<file path="src/rtl/uart_tx.sv">
// UART transmitter: start bit, DATA_BITS LSB-first, optional parity, STOP_BITS stop bits, OVERSAMPLE b_ticks per bit.
// Registered outputs; the line drops one clk after acceptance. tx_start is taken only while idle and never queued.
module uart_tx #(
  parameter int DATA_BITS  = 8,
  parameter int OVERSAMPLE = 16,
  parameter int PARITY_EN  = 0,
  parameter int PARITY_ODD = 0,
  parameter int STOP_BITS  = 1
) (
  input  logic                 clk,
  input  logic                 rst,
  input  logic                 b_tick,
  input  logic                 tx_start,
  input  logic [DATA_BITS-1:0] tx_data,
  output logic                 tx,
  output logic                 tx_busy,
  output logic                 tx_done
);

  localparam int              TW        = (OVERSAMPLE > 1) ? $clog2(OVERSAMPLE) : 1;
  localparam logic [TW-1:0]   TICK_LAST = TW'(OVERSAMPLE - 1);
  localparam logic [2:0]      DATA_LAST = 3'(DATA_BITS - 1);
  localparam logic [2:0]      STOP_LAST = 3'(STOP_BITS - 1);
  localparam logic            PAR_EN    = (PARITY_EN != 0);
  localparam logic            PAR_ODD   = (PARITY_ODD != 0);

  typedef enum logic [2:0] {IDLE, START, DATA, PARITY, STOP} state_t;

  state_t                state_q, state_d;
  logic [TW-1:0]         tick_q, tick_d;
  logic [2:0]            bit_q, bit_d;
  logic [DATA_BITS-1:0]  shift_q, shift_d;
  logic                  par_q, par_d;
  logic                  tx_q, tx_d;
  logic                  busy_q, busy_d;
  logic                  done_q, done_d;
  logic                  bit_end;

  assign bit_end = b_tick && (tick_q == TICK_LAST);

  always_comb begin
    state_d = state_q;
    tick_d  = tick_q;
    bit_d   = bit_q;
    shift_d = shift_q;
    par_d   = par_q;
    tx_d    = tx_q;
    busy_d  = busy_q;
    done_d  = 1'b0;

    // The acceptance clk is not a bit-period clk, so a coincident b_tick is dropped.
    if (state_q != IDLE && b_tick) begin
      tick_d = bit_end ? '0 : tick_q + 1'b1;
    end

    case (state_q)
      IDLE: begin
        tx_d   = 1'b1;
        busy_d = 1'b0;
        if (tx_start) begin
          shift_d = tx_data;
          par_d   = (^tx_data) ^ PAR_ODD;
          tick_d  = '0;
          bit_d   = '0;
          state_d = START;
          tx_d    = 1'b0;
          busy_d  = 1'b1;
        end
      end
      START: begin
        if (bit_end) begin
          state_d = DATA;
          tx_d    = shift_q[0];
        end
      end
      DATA: begin
        if (bit_end) begin
          shift_d = shift_q >> 1;
          if (bit_q == DATA_LAST) begin
            bit_d = '0;
            if (PAR_EN) begin
              state_d = PARITY;
              tx_d    = par_q;
            end else begin
              state_d = STOP;
              tx_d    = 1'b1;
            end
          end else begin
            bit_d = bit_q + 1'b1;
            tx_d  = shift_q[1];
          end
        end
      end
      PARITY: begin
        if (bit_end) begin
          state_d = STOP;
          tx_d    = 1'b1;
          bit_d   = '0;
        end
      end
      STOP: begin
        if (bit_end) begin
          if (bit_q == STOP_LAST) begin
            state_d = IDLE;
            bit_d   = '0;
            busy_d  = 1'b0;
            done_d  = 1'b1;
          end else begin
            bit_d = bit_q + 1'b1;
          end
        end
      end
      default: begin
        state_d = IDLE;
        tx_d    = 1'b1;
        busy_d  = 1'b0;
      end
    endcase
  end

  always_ff @(posedge clk or negedge rst) begin
    if (!rst) begin
      state_q <= IDLE;
      tick_q  <= '0;
      bit_q   <= '0;
      shift_q <= '0;
      par_q   <= 1'b0;
      tx_q    <= 1'b1;
      busy_q  <= 1'b0;
      done_q  <= 1'b0;
    end else begin
      state_q <= state_d;
      tick_q  <= tick_d;
      bit_q   <= bit_d;
      shift_q <= shift_d;
      par_q   <= par_d;
      tx_q    <= tx_d;
      busy_q  <= busy_d;
      done_q  <= done_d;
    end
  end

  assign tx      = tx_q;
  assign tx_busy = busy_q;
  assign tx_done = done_q;

endmodule

</file>
<file path="config.mk">
export PLATFORM = sky130hd
export DESIGN_NAME = uart_tx
export DESIGN_NICKNAME = d
export VERILOG_FILES = /design/src/rtl/uart_tx.sv
export SDC_FILE = /design/constraint.sdc
export NUM_CORES = 1
export LEC_CHECK = 0
export ABC_AREA = 1
export CAP_MARGIN = 20
export CELL_PAD_IN_SITES_DETAIL_PLACEMENT = 1
export CELL_PAD_IN_SITES_GLOBAL_PLACEMENT = 1
export CORE_MARGIN = 5
export CORE_UTILIZATION = 25
export DETAILED_ROUTE_END_ITERATION = 7
export GPL_TIMING_DRIVEN = 0
export PLACE_DENSITY_LB_ADDON = 0.15
export SYNTH_ARGS = -nofsm -noshare
export SYNTH_HDL_FRONTEND = slang
export SYNTH_SLANG_ARGS = --single-unit
</file>
<file path="constraint.sdc">
create_clock -name clk -period 2.6 [get_ports clk]
set_clock_uncertainty 0.1 [all_clocks]
set_input_delay 0.52 -clock clk [delete_from_list [all_inputs] [get_ports clk]]
set_output_delay 0.52 -clock clk [all_outputs]
set_load 0.01 [all_outputs]
</file>
==> run summary <==
* outcome: finished clean
* timing-limited maximum frequency: 0.513 GHz
* pin count of the biggest net entering global routing: 22
* shortest clock period the worst path allows after layout: 1.95 ns
* final hold violation count: 0
* global-route wire length before repair: 5.64 mm
* top-area cell type share of the netlist area: 39.8%
* Crit Path Max Fanout: 2
* final core utilization: 32.0%
* critical path class: flop to output port
* Area growth, synth to finish: 22.6%
* antenna violations before repair: 0
* leakage component of the power: 0.000778 µW
* initial core utilization: 26.1%
* cts bufs inserted: 3
* Max Slew Vio Count: 0
* cell count after synthesis: 171
* async set-or-reset flop fraction in the synthesized netlist: 100%
* sort of element at the start of the critical path: flop
* core area: 4820 µm²
* kind of capture point of the worst setup path: output port
* Post-CTS Hold Buffers: 0
* TritonCTS Sinks: 21
* Cell Chain, Critical Path: clkdlybuf4s50_1
* cell with the biggest individual delay on the critical path: sky130_fd_sc_hd__dfstp_2
* post-route clock period utilization: 75.0%
* synthesized area per cell: 7.35 µm²
* Post-Route WL: 3.25 mm
* Die Span X: 80.9 µm
* most used flip-flop cell after synthesis: sky130_fd_sc_hd__dfrtp_1
* total die area: 6550 µm²
* cell class contributing the biggest share of worst-path delay: flip-flops
* Reg-to-Reg Start: tick_q[0]$_DFF_PN0_
* cell area after technology mapping: 1260 µm²
* final net count: 207
* cell type with the highest aggregate area in the netlist: sky130_fd_sc_hd__dfrtp_1
* slew at the pin with the worst max-slew slack: 0.533 ns
* Worst Path Buf+Inv: 1
* worst-skew pair later-pin latency: 0.27 ns
* worst supply voltage drop on vdd: 0.000335 V
* biggest cell delay along the critical path: 0.54 ns
* Vias: 1115
* placed wire-length estimate: 2.48 mm
* number of enable-type register cells in the synthesized netlist: 0
* Longest Clk Path Bufs: 2
* data required time of the critical path: 1.98 ns
* number of top-level design ports: 15
* number of inserted diodes: 0
* type of the worst min-delay path: flop to flop
* overall overflow remaining after global route: 0
* most common library cells after synthesis: 67 x sky130_fd_sc_hd__nand2_1, 21 x sky130_fd_sc_hd__nand3_1, 20 x sky130_fd_sc_hd__dfrtp_1, 13 x sky130_fd_sc_hd__inv_1, 12 x sky130_fd_sc_hd__nor2_1
* First-pass DRT Iterations: 4
* Resized Gates After CTS: 0
* RePlAce Congestion: 0.797
* signal arrival time at the worst endpoint: 1.33 ns
* start point of the critical path: tx$_DFFE_PN1P_
* fraction of layout cells with a size suffix above 1: 12.6%
* Port-buffer cells: 14
* Core Rows: 25
* warnings from Yosys: 0
* number of storage elements in the synthesis netlist: 21
* Final Setup Violations: 0
* number of global-route vias before repair: 1200
* Die Y-Extent: 80.9 µm
* number of DRC markers in iteration 0: 43
* H-tree lvl count: 1
* antenna viol nets, final: 0
* Vias per Instance: 4.34
* Routed wire per std cell: 12.6 µm
* DRC Markers: 0
* relative slew slack: 64.3%
* hold path startpoint: shift_q[4]$_DFFE_PN0P_
* final total negative setup slack: 0 ns
* number of distinct standard cells referenced by the synthesized netlist: 22
* ranking of synthesized cells by area: sky130_fd_sc_hd__dfrtp_1 40%, sky130_fd_sc_hd__nand2_1 20%, sky130_fd_sc_hd__nand3_1 8.4%
* Fillers: 611
* sequential share of the synthesized area: 41.9%
* cell at the root of the clock tree: sky130_fd_sc_hd__clkbuf_8
* most common cell in the netlist: sky130_fd_sc_hd__nand2_1
* global routing usage summed across all routing layers: 11.1%
* CTS tree: yes
* number of buffers added for setup after CTS: 0
* Reg clk slew, reported paths: 0.08 ns
* Post-Synthesis Net Count: 187
* number of max-cap violations: 0
* power density cells: 1020 nW/µm²
* unrepaired setup endpoints after global routing: no
[metal layers]
metal | wire length, µm | vias up | part of all wire, % | GRT usage, %
met4 | 23 | 0 | 0.71 | 2.53
met2 | 1520 | 11 | 47 | 18.5
li1 | - | 578 | - | -
met3 | 87 | 2 | 2.7 | 2.99
met1 | 1620 | 524 | 50 | 14.2
met5 | 0 | - | 0 | 0
[worst register-to-register path: cells and delay by family, from the launching register on]
family          cells  cell delay (ns)
compound gates      1             0.29
flops               1             0.40
fa+ha+maj           1             0.16
simple gates        5             0.56
buf+inv             1             0.15
[cells in the final DEF (no fill, tap or decap), types with 2 or more instances in the layout]
| master | count |
|---|---|
| sky130_fd_sc_hd__nor2_1 | 12 |
| sky130_fd_sc_hd__o21ai_2 | 2 |
| sky130_fd_sc_hd__nor2_4 | 4 |
| sky130_fd_sc_hd__a21oi_1 | 4 |
| sky130_fd_sc_hd__clkdlybuf4s50_1 | 14 |
| sky130_fd_sc_hd__nand3_1 | 21 |
| sky130_fd_sc_hd__o21ai_0 | 5 |
| sky130_fd_sc_hd__dfrtp_1 | 20 |
| sky130_fd_sc_hd__nand2_1 | 67 |
| sky130_fd_sc_hd__ha_1 | 4 |
| sky130_fd_sc_hd__nand2_4 | 2 |
| sky130_fd_sc_hd__nor3_1 | 2 |
| sky130_fd_sc_hd__nor2_2 | 3 |
| sky130_fd_sc_hd__clkbuf_8 | 3 |
| sky130_fd_sc_hd__inv_2 | 3 |
| sky130_fd_sc_hd__nand2_2 | 2 |
| sky130_fd_sc_hd__inv_1 | 13 |
[through the flow]
stage                     std cells  setup WS, ns  power, µW  hold slack, ns  instance area [µm²]
after floorplan                 171          1.11       1130           0.124                 1260
after global placement          252         0.390       1340           0.357                 1480
after detailed placement        252         0.346       1380           0.363                 1480
after CTS                       256         0.629       1610           0.383                 1530
after global routing            257         0.564       1750           0.403                 1540
final                           257         0.650       1580           0.378                 1540
[state kept, by name, summed over array words and instances (netlist names)]
register / count
tick_q: 4
state_q: 3
bit_q: 3
tx_done: 1
tx: 1
tx_busy: 1
shift_q: 8
[cell families (layout without fill, tap and decap cells)]
kind of cell | count (synthesis) | in the layout | share of synthesized area (%)
buf+inv | 18 | 37 | 5.77
flops | 21 | 21 | 41.9
compound gates | 14 | 14 | 7.26
simple gates | 114 | 114 | 41.1
fa+ha+maj | 4 | 4 | 3.98
[final timing paths]
kind,endpoint,slack (ns),cells after the start
worst min-delay path,shift_q[4]$_DFFE_PN0P_,0.38,2
min in group asynchronous,state_q[2]$_DFFE_PN0P_,0.50,1
worst max-delay path,tx,0.65,1
worst max register to register,shift_q[6]$_DFFE_PN0P_,0.85,8
max in group asynchronous,shift_q[1]$_DFFE_PN0P_,1.42,2
worst min register to register,shift_q[4]$_DFFE_PN0P_,0.38,2
[area by class of cell]
cell class | count | area (µm²) | area share, %
Buffer | 2 | 12.5 | 0.812
Clock buffer | 4 | 45.0 | 2.92
Timing Repair Buffer | 15 | 155 | 10.1
Multi-Input combinational cell | 132 | 658 | 42.7
Sequential cell | 21 | 527 | 34.2
Tap cell | 67 | 83.8 | 5.44
Inverter | 16 | 60.1 | 3.90
[where the power goes]
group	internal, µW	switching [µW]
Clock	109	114
Sequential	457	93.7
Combinational	274	527
Total	841	734
(Power assumes the default switching activity.)
